==> config.mk <==
export PLATFORM = sky130hd
export DESIGN_NAME = key_entry_ctrl
export DESIGN_NICKNAME = d
export VERILOG_FILES = /design/src/rtl/key_entry_ctrl.sv
export SDC_FILE = /design/constraint.sdc
export NUM_CORES = 1
export LEC_CHECK = 0
export CAP_MARGIN = 20
export CORE_MARGIN = 1
export CORE_UTILIZATION = 45
export CTS_BUF_LIST = sky130_fd_sc_hd__clkbuf_16
export CTS_CLUSTER_SIZE = 10
export DETAILED_ROUTE_END_ITERATION = 12
export PLACE_DENSITY_LB_ADDON = 0.3
export SYNTH_ARGS = -nofsm -noshare
export SYNTH_HDL_FRONTEND = slang
export SYNTH_SLANG_ARGS = --single-unit
export TNS_END_PERCENT = 30
==> constraint.sdc <==
create_clock -name clock -period 2 [get_ports clock]
set_clock_uncertainty 0.2 [all_clocks]
set_input_delay 0.3 -clock clock [delete_from_list [all_inputs] [get_ports clock]]
set_output_delay 0.3 -clock clock [all_outputs]
set_load 0.01 [all_outputs]
==> src/rtl/key_entry_ctrl.sv <==
// rtl/key_entry_ctrl.sv - alarm clock keypad entry sequencer
// Turns key presses into shift/load strobes and display selects, aborting stale entries.
module key_entry_ctrl #(
  parameter logic [3:0] NOKEY       = 4'd10,
  parameter logic [3:0] ALARM_KEY   = 4'd11,
  parameter logic [3:0] TIME_KEY    = 4'd12,
  parameter int         TIMEOUT_SEC = 10
) (
  input  logic       reset,
  input  logic       clock,
  input  logic       one_second,
  input  logic [3:0] key,
  output logic       shift,
  output logic       load_new_a,
  output logic       load_new_c,
  output logic       show_new_time,
  output logic       show_a,
  output logic [2:0] digit_cnt
);

  typedef enum logic [2:0] {
    SHOW_TIME,
    SHOW_ALARM,
    KEY_STORE,
    KEY_WAIT,
    SET_ALARM,
    SET_TIME
  } state_t;

  localparam logic [3:0] TIMEOUT_LAST = 4'(TIMEOUT_SEC - 1);

  state_t     state;
  state_t     state_next;
  logic [3:0] key_prev;
  logic [3:0] sec_cnt;
  logic       press;
  logic       is_digit;
  logic       entry_full;
  logic       timeout_tick;

  // key_prev resets to NOKEY, so a key held across reset release is a press
  assign press        = (key != NOKEY) && (key_prev == NOKEY);
  assign is_digit     = (key <= 4'd9);
  assign entry_full   = (digit_cnt == 3'd4);
  assign timeout_tick = one_second && (sec_cnt == TIMEOUT_LAST);

  always_comb begin
    state_next = state;
    case (state)
      SHOW_TIME: begin
        if (press && is_digit) begin
          state_next = KEY_STORE;
        end else if (press && (key == ALARM_KEY)) begin
          state_next = SHOW_ALARM;
        end
      end
      SHOW_ALARM: begin
        if (key != ALARM_KEY) begin
          state_next = SHOW_TIME;
        end
      end
      KEY_STORE: state_next = KEY_WAIT;
      KEY_WAIT: begin
        // a press takes priority over a coincident timeout tick
        if (press && is_digit) begin
          state_next = KEY_STORE;
        end else if (press && (key == ALARM_KEY)) begin
          state_next = entry_full ? SET_ALARM : SHOW_TIME;
        end else if (press && (key == TIME_KEY)) begin
          state_next = entry_full ? SET_TIME : SHOW_TIME;
        end else if (timeout_tick) begin
          state_next = SHOW_TIME;
        end
      end
      SET_ALARM: state_next = SHOW_TIME;
      SET_TIME:  state_next = SHOW_TIME;
      default:   state_next = SHOW_TIME;
    endcase
  end

  always_ff @(posedge clock or posedge reset) begin
    if (reset) begin
      state         <= SHOW_TIME;
      key_prev      <= NOKEY;
      sec_cnt       <= 4'd0;
      digit_cnt     <= 3'd0;
      shift         <= 1'b0;
      load_new_a    <= 1'b0;
      load_new_c    <= 1'b0;
      show_new_time <= 1'b0;
      show_a        <= 1'b0;
    end else begin
      state         <= state_next;
      key_prev      <= key;
      shift         <= (state_next == KEY_STORE);
      load_new_a    <= (state_next == SET_ALARM);
      load_new_c    <= (state_next == SET_TIME);
      show_new_time <= (state_next == KEY_STORE) || (state_next == KEY_WAIT);
      show_a        <= (state_next == SHOW_ALARM);

      if (state == KEY_STORE) begin
        digit_cnt <= entry_full ? 3'd4 : digit_cnt + 3'd1;
        sec_cnt   <= 4'd0;
      end else if ((state == KEY_WAIT) && one_second && (state_next == KEY_WAIT)) begin
        sec_cnt <= sec_cnt + 4'd1;
      end

      // clearing on the way back means digit_cnt is already 0 in SHOW_TIME
      if (state_next == SHOW_TIME) begin
        digit_cnt <= 3'd0;
      end
    end
  end

endmodule

==> Word level (Yosys, flattened, before mapping) <==
Index checks and enable logic that the tools add are counted.
{ "totals": {"reg_bits": 19, "in_bits": 7, "output_inout_bits": 8} }
{ "classes": {"n_addsub": 2, "order_cmp": 1, "eq_ne": 15, "mux": 15, "reduce_logical": 12} }
{ "ops": {"columns": ["cell", "n"], "rows": [
  ["two-way mux 3 bit", 12],
  ["== test 4 bit (second input constant)", 4],
  ["== test 3 x 2 -> 1 bit (second input constant)", 4],
  ["case mux 3 bit (4 select lines)", 1],
  ["== test 3 bit (second input constant)", 3],
  ["two-way mux 4 bit", 2],
  ["inequality test 4 bit (second input constant)", 2],
  ["logical AND 1 bit", 7],
  ["== test 3 x 1 -> 1 bit (second input constant)", 2],
  ["logical NOT 3 bit", 2],
  ["adder 4 x 1 -> 4 bit (second input constant)", 1],
  ["less-or-equal comparator 4 bit (second input constant)", 1],
  ["nonzero test 2 bit", 2],
  ["adder 3 x 1 -> 3 bit (second input constant)", 1],
  ["logical OR 1 bit", 1]
]} }

==> Longest topological paths before layout <==
Gate-level depths: netlist (run 1).
{ "depth": {"word_depth": 11, "mapped_depth": 6, "ltp_nobuf": 6} }

==> Worst setup path before layout (run 1) <==
Ideal clock, no wire load.
{ "synth_timing": {"path_type": "register to register", "startpoint": "register key_prev[1]", "endpoint": "register load_new_a", "setup_ns": 0.119, "arrival_time_ns": 1.670, "required_ns": 1.681, "slack_ns": 0.011, "stages_incl_launch_ff": 6, "path_buffers": 0, "period_less_slack_ns": 1.989, "path_cell_list": "dfstp_2 -> and4bb_2 -> nand4_1 -> o311a_1 -> a221o_1 -> and2_1"} }
{ "synth_via": {"elab_chain_len": 8, "word_cells_on_any_way": 12, "classes_between": "eq/ne (2); mux (6); reduce/logical (4)"} }
{ "synth_rtl": {"columns": ["item", "line", "text"], "rows": [
  ["start: declaration", "34", "logic [3:0] key_prev;"],
  ["start signal: assignment", "94", "key_prev <= key;"],
  ["== test 4 bit *", "42", "assign press = (key != NOKEY) && (key_prev == NOKEY);"],
  ["logical AND 1 bit *", "42", null],
  ["logical AND 1 bit", "69", "end else if (press && (key == TIME_KEY)) begin"],
  ["two-way mux 3 bit", "69", null],
  ["two-way mux 3 bit", "67", "end else if (press && (key == ALARM_KEY)) begin"],
  ["two-way mux 3 bit", "65", "if (press && is_digit) begin"],
  ["case mux 3 bit (4 select lines) *", "49", "case (state)"],
  ["== test 3 bit *", "96", "load_new_a <= (state_next == SET_ALARM);"],
  ["end signal: assignment", "96", null],
  ["end: declaration", "14", "output logic load_new_a,"]
]} }
Mark *: on every way between the ends. The rest lies on a longest branch, timed or not.
A chain may end at the register's enable or synchronous reset.

==> Worst setup path in the final report (run 1) <==
{ "layout_timing": {"startpoint": "register key_prev[1]", "endpoint": "register digit_cnt[0]"} }
{ "layout_via": {"elab_chain_len": 9, "word_cells_on_any_way": 14, "classes_between": "eq/ne (1); mux (7); reduce/logical (6)"} }
{ "layout_rtl": {"columns": ["item", "line", "text"], "rows": [
  ["== test 4 bit *", "42", null],
  ["logical AND 1 bit *", "42", null],
  ["logical AND 1 bit", "69", null],
  ["two-way mux 3 bit", "69", null],
  ["two-way mux 3 bit", "67", null],
  ["two-way mux 3 bit", "65", null],
  ["case mux 3 bit (4 select lines) *", "49", null],
  ["logical NOT 3 bit *", "109", "if (state_next == SHOW_TIME) begin"],
  ["two-way mux 3 bit / nonzero test 2 bit (equally long branches)", null, null],
  ["end signal: assignment", "102", "digit_cnt <= entry_full ? 3'd4 : digit_cnt + 3'd1;"],
  ["end: declaration", "18", "output logic [2:0] digit_cnt"]
]} }
Marked as above.

==> results of run 1 <==
-- cell type report --
| class | instances | area share (%) |
|---|---|---|
| clock inverter | 1 | 0.4077 |
| clock buffer | 3 | 6.116 |
| timing repair buffer | 24 | 17.53 |
| multi-input combinational | 55 | 30.78 |
| tap | 25 | 2.548 |
| inverter | 12 | 3.670 |
| sequential | 19 | 38.94 |
-- worst register-to-register path: stages (launching register included) --
cell	delay, ns
dfstp_2	0.53
and4bb_2	0.25
nand4_1	0.13
o311a_1	0.32
a221o_1	0.39
a31oi_1	0.21
-- metal layers --
metal  track usage, %  vias to the layer above
met5                0                        -
met4            10.29                        0
met3            3.462                        5
met2            35.83                       26
met1            25.19                      377
li1                 -                      364
-- worst min path at each step --
stage | from | depth (start not counted) | to | slack [ns]
3_3_place_gp | sec_cnt[2] | 1 | sec_cnt[2] | 0.30
5_1_grt | reset | 3 | state[0] | 0.21
2_1_floorplan | reset | 1 | digit_cnt[0] | 0.05
3_5_place_dp | sec_cnt[2] | 1 | sec_cnt[2] | 0.32
4_1_cts | reset | 3 | state[0] | 0.18
6_report | reset | 3 | state[0] | 0.16
-- sequential cells by signal, summed over array words and instances, names as in the netlist --
signal	flops
key_prev	4
sec_cnt	4
digit_cnt	3
state	3
load_new_a	1
load_new_c	1
shift	1
show_a	1
show_new_time	1
-- kinds of logic (layout without fill, tap and decap cells) --
kind of cell / after synthesis / in the layout / synth area share, %
AO/OA/AOI/OAI: 19 / 19 / 14.45
XOR/XNOR: 1 / 1 / 0.9724
adder cells (fa/ha/maj): 4 / 4 / 5.556
buffers and inverters: 12 / 40 / 5.000
flip-flops: 19 / 19 / 53.06
multiplexers: 2 / 2 / 2.361
AND/OR/NAND/NOR: 29 / 29 / 18.61
-- through the flow --
stage | area, um^2 | hold WS (ns) | setup WS [ns]
4_1_cts | 1227 | 0.1754 | -0.09591
6_report | 1227 | 0.1630 | -0.09895
3_5_place_dp | 1140 | 0.3190 | -0.3041
5_1_grt | 1227 | 0.2146 | -0.1615
2_1_floorplan | 900.9 | 0.04965 | 0.01082
3_3_place_gp | 1140 | 0.2978 | -0.2701
-- layout by cell type (no fill, tap or decap), types with 3 or more instances in the layout --
cell type        count
clkbuf_16            3
nand2b_1             4
buf_4               10
inv_1               12
a31oi_1              5
nor2_1               7
ha_1                 4
clkdlybuf4s50_1     14
o21ai_0              4
nand2_1              4
dfrtp_1             17
-- report_power, final --
part	switching (mW)	leakage, nW	internal [mW]
clock network	0.141	0.0409	0.268
logic	0.252	0.287	0.231
registers	0.0576	0.241	0.467
total	0.451	0.569	0.966
-- timing repair --
item,in CTS,in global routing
setup endpoints to repair,7,14
setup buffers,1,0
pin swaps,5,4
hold buffers,0,0
gates resized for setup,0,0
==> summary.txt, run 1 <==
Run status
  – Status: finished with violations
  – Failing checks: negative setup slack

Detailed routing
  – Remaining antenna violation count: 0
  – DR vias: ~770
  – DR pass1 iterations: 6
  – WL/cell: between 10 and 15 um
  – DRC viols: 0
  – WL final: around 1900 um
  – M1 wire length: 807 um
  – Initial DRC count: 26
  – Max layer used: met4
  – Met3 Wirelength: 104 um
  – Vias per inst: 5.554
  – Routed length on met2: between 900 and 1000 um

Timing
  – Setup WS post-layout: -0.09895 ns
  – Final Max Slew Viols: 0
  – Final Hold Fails: 0
  – Final period util: 104.9%
  – Tmin final: about 2.1 ns
  – Worst rel slew slack: between 60% and 70%
  – Setup_tns: -0.4943 ns
  – RSZ-0062 raised after global routing: yes
  – Final setup violation count: 6
  – F_max: between 400 and 500 MHz
  – Slew @ Worst Pin: 0.4697 ns

GRT
  – Number of global-route vias before repair: between 700 and 800
  – Remaining global-route overflow: 0
  – Initial antenna violation count: 0
  – First-pass GRT wire length: between 3000 and 4000 um
  – GRT Util Overall: 20.81%
  – Largest net degree at the start of global routing: 20

CTS
  – Clk_lat worst skew: around 0.25 ns
  – Clock sink count: 19
  – H-Tree Depth: 1
  – TritonCTS Buffers: 3
  – CTS tree: built
  – Longest Clk Path Bufs: 2
  – Clock transition at the registers of the reported paths: approximately 0.05 ns
  – Clk root buf: clkbuf_16

Worst setup path
  – Top Family by Delay on Critical Path: compound AO/OA/AOI/OAI gates
  – Crit end category: register
  – Crit path max fanout: 7
  – Crit path depth: 5
  – Worst R2R Start: key_prev[1]
  – Critical-path top delay cell: dfstp_2
  – Cell Chain, Critical Path: and4bb_2, nand4_1, o311a_1, a221o_1, a31oi_1
  – CP startpoint: key_prev[1]
  – FF-to-FF path depth: 5
  – Startpoint types: register
  – R2r endpoint: digit_cnt[0]
  – Arrival @ worst endpoint: between 2 and 2.5 ns
  – Crit path capture: digit_cnt[0]
  – Worst reg2reg setup slack: -0.1 ns
  – Buf+Inv Stages, Crit Path: 0
  – Crit Path Class: reg2reg
  – CP peak stage delay: about 0.53 ns
  – Critical path data required time: around 2 ns

Logic synthesis
  – Cell Area, Synth: 900.9 um^2
  – Ys async rst share: 100.0%
  – Cell taking the most area after synthesis: dfrtp_1
  – Syn Inst Count: 86
  – Seq/Total Area, Yosys: a little over half
  – Synth Flop Type: dfrtp_1
  – Syn avg cell area: ~10 um^2
  – Top cells by count, synth: dfrtp_1 (17), inv_1 (12), nor2_1 (7)
  – EDFF count, synth: 0
  – Seq cells post-synth: 19
  – Library cells used by synthesis: 33
  – Top-area cell type share of the netlist area: between 40% and 50%
  – Syn_nets: 97
  – Top post-synthesis cells by area: dfrtp_1 (47%), dfstp_2 (5.8%), ha_1 (5.6%)
  – Synth Warn #: 0
  – Top-count cell post-synth: dfrtp_1

Job
  – Max-cap viol count: 0

Cells and area
  – Reg area: between 400 and 500 um^2
  – Non-filler cells, final: ~140
  – Multi-input logic area: 377.9 um^2
  – # fillers: ~140
  – Antenna Cells: 0
  – Post-layout util: approximately two thirds
  – Area grow syn2layout: 36.25%
  – Share of layout cells above drive strength 1: between 15 and 20%
  – Final #Nets: between 100 and 150

Placement
  – Inst Count DP: about 130
  – Routability cong.: between 0.8 and 0.9
  – Port Buffers: 14
  – Hpwl dp: roughly 1400 um

Power and ir drop
  – Pwr dens: 1155 mW/mm^2
  – VDD IR max: around 0.81 mV
  – P_leak: 0.5690 nW
  – Pwr Total: between 1 and 1.5 mW

Floorplanning
  – Die Wd: approximately 47 um
  – Die area: between 0.002 and 0.0025 mm^2
  – IO Pins: 15
  – Initial core utilization: 50.00%
  – Row cnt: 15
  – Die Ht: 46.74 um
  – Core area: 0.001802 mm^2

Hold path
  – Worst hold-check path type: in2async
Power figures use the tool's default switching activity.
==> run 2, diff against run 1 <==
--- a/config.mk
+++ b/config.mk
@@ -7,11 +7,13 @@
 export LEC_CHECK = 0
 export CAP_MARGIN = 20
 export CORE_MARGIN = 1
-export CORE_UTILIZATION = 45
+export CORE_UTILIZATION = 50
 export CTS_BUF_LIST = sky130_fd_sc_hd__clkbuf_16
 export CTS_CLUSTER_SIZE = 10
 export DETAILED_ROUTE_END_ITERATION = 12
+export HOLD_SLACK_MARGIN = 0.12
 export PLACE_DENSITY_LB_ADDON = 0.3
+export SLEW_MARGIN = 30
 export SYNTH_ARGS = -nofsm -noshare
 export SYNTH_HDL_FRONTEND = slang
 export SYNTH_SLANG_ARGS = --single-unit
==> constraint.sdc (replaced) <==
create_clock -name clock -period 2.15 [get_ports clock]
set_clock_uncertainty 0.2 [all_clocks]
set_input_delay 0.3225 -clock clock [delete_from_list [all_inputs] [get_ports clock]]
set_output_delay 0.3225 -clock clock [all_outputs]
set_load 0.01 [all_outputs]
==> summary.txt, run 2 (same netlist as run 1, synthesis figures left out) <==
Run status
  – Status: finished with violations
  – Failing checks: negative setup slack

Timing
  – RSZ-0062 raised after global routing: yes
  – F_max: between 400 and 500 MHz
  – Final setup violation count: 1
  – Final period util: 100.1%
  – Setup_tns: -0.001995 ns
  – Final Hold Fails: 0
  – Slew @ Worst Pin: 0.4368 ns
  – Tmin final: ~2.2 ns
  – Setup WS post-layout: -0.001995 ns
  – Final Max Slew Viols: 0
  – Worst rel slew slack: a little over two thirds
  – Min Hold Slack: 0.2048 ns

Power and ir drop
  – Pwr dens: 1089 mW/mm^2
  – VDD IR max: 0.8564 mV
  – Pwr Total: roughly 1.3 mW
  – P_leak: approximately 0.56 nW

Worst setup path
  – Cell Chain, Critical Path: and4bb_2, nand4_1, o311a_1, a221o_1, a31oi_1
  – FF-to-FF path depth: 5
  – Crit path depth: 5
  – Critical-path top delay cell: dfstp_2
  – Startpoint types: register
  – Crit path max fanout: 7
  – Crit path capture: digit_cnt[2]
  – CP peak stage delay: around 0.52 ns
  – Crit Path Class: reg2reg
  – Buf+Inv Stages, Crit Path: 0
  – CP startpoint: key_prev[1]
  – Critical path data required time: approximately 2.1 ns
  – Worst reg2reg setup slack: -0.002 ns
  – Worst R2R Start: key_prev[1]
  – Arrival @ worst endpoint: ~2.1 ns
  – Crit end category: register
  – R2r endpoint: digit_cnt[2]
  – Top Family by Delay on Critical Path: compound AO/OA/AOI/OAI gates

Placement
  – Inst Count DP: 131
  – Routability cong.: around 0.84
  – Place WS: -0.1595 ns
  – Port Buffers: 14
  – Post-DP Area: ~0.0011 mm^2
  – Hpwl dp: 1396 um

Floorplanning
  – Die area: slightly below 0.002 mm^2
  – Initial core utilization: a little under three fifths
  – Die Wd: roughly 44 um
  – Core area: 0.001594 mm^2
  – Row cnt: 14
  – Die Ht: 44.45 um
  – IO Pins: 15

Cells and area
  – Non-filler cells, final: between 100 and 150
  – Final #Nets: around 120
  – Most frequent cells in the layout: dfrtp_1 (17), clkdlybuf4s50_1 (14), inv_1 (13)
  – # fillers: around 110
  – Area grow syn2layout: 33.47%
  – Cell area after layout: 0.001202 mm^2
  – Share of layout cells above drive strength 1: approximately 13%
  – Antenna Cells: 0
  – Commonest non-fill, non-tap cell in the layout: dfrtp_1
  – Post-layout util: between 70 and 80%
  – Largest regs: key_prev (4), sec_cnt (4)

Detailed routing
  – Initial DRC count: 39
  – DR vias: roughly 760
  – WL final: around 1900 um
  – Vias per inst: ~5.6
  – DRC viols: 0
  – WL/cell: around 14 um
  – DR pass1 iterations: 4
  – Remaining antenna violation count: 0

CTS
  – Clk root buf: clkbuf_16
  – Clk_lat worst skew: 0.25 ns
  – TritonCTS Buffers: 3
  – Clock sink count: 19
  – CTS tree: built
  – PostCTS Resize Cnt: 0
  – Longest Clk Path Bufs: 2
  – Clock transition at the registers of the reported paths: around 0.050 ns
  – H-Tree Depth: 1

GRT
  – First-pass GRT wire length: around 3200 um
  – Met3 Use GR: 6.531%
  – Remaining global-route overflow: 0
  – GR Util met1: between 30% and 40%
  – Grt met2 use: between 30% and 40%
  – Largest net degree at the start of global routing: 20
  – Initial antenna violation count: 0
  – GRT Util Overall: 23.32%
  – Gr busiest metal: met2
  – Number of global-route vias before repair: between 700 and 800

Hold path
  – Worst hold-check path type: in2async

Job
  – Max-cap viol count: 0
-- run 2: layer usage --
| layer | up-vias | wire, um |
|---|---|---|
| met5 | - | 0 |
| met1 | 364 | 836 |
| met2 | 33 | 927 |
| met3 | 7 | 129 |
| li1 | 354 | - |
| met4 | 0 | 47 |
-- run 2: worst min path at each step --
stage / endpoint / from / depth (start not counted) / slack, ns
after floorplan: digit_cnt[0] / reset / 1 / 0.07
after global placement: sec_cnt[2] / sec_cnt[2] / 1 / 0.29
after detailed placement: sec_cnt[2] / sec_cnt[2] / 1 / 0.31
after CTS: show_a / reset / 3 / 0.20
after global routing: sec_cnt[2] / reset / 3 / 0.25
final: show_a / reset / 3 / 0.20
-- run 2: final cells by class --
class                   instances  area, um^2  share of cell area [%]
clock buffers                   3       75.07                   6.244
repair buffers                 21       192.7                   16.03
multi-input cells              55       377.9                   31.43
inverters                      12       45.04                   3.746
well taps                      24       30.03                   2.497
flip-flops and latches         19       478.0                   39.75
clock inverters                 1       3.754                  0.3122
-- run 2: report_power, final --
| part | leakage (nW) | internal (mW) | switching [mW] |
|---|---|---|---|
| registers | 0.241 | 0.434 | 0.0596 |
| logic | 0.273 | 0.205 | 0.236 |
| clock network | 0.0423 | 0.247 | 0.127 |
-- run 2: what timing repair did --
| action | in CTS | in global routing |
|---|---|---|
| hold buffers | 0 | 0 |
| setup buffers | 0 | 0 |
| endpoints found under the setup margin | 0 | 3 |
-- run 2: worst min-delay path, delay by kind of cell --
family                 cells  cell delay, ns
buffers and inverters      3            0.70
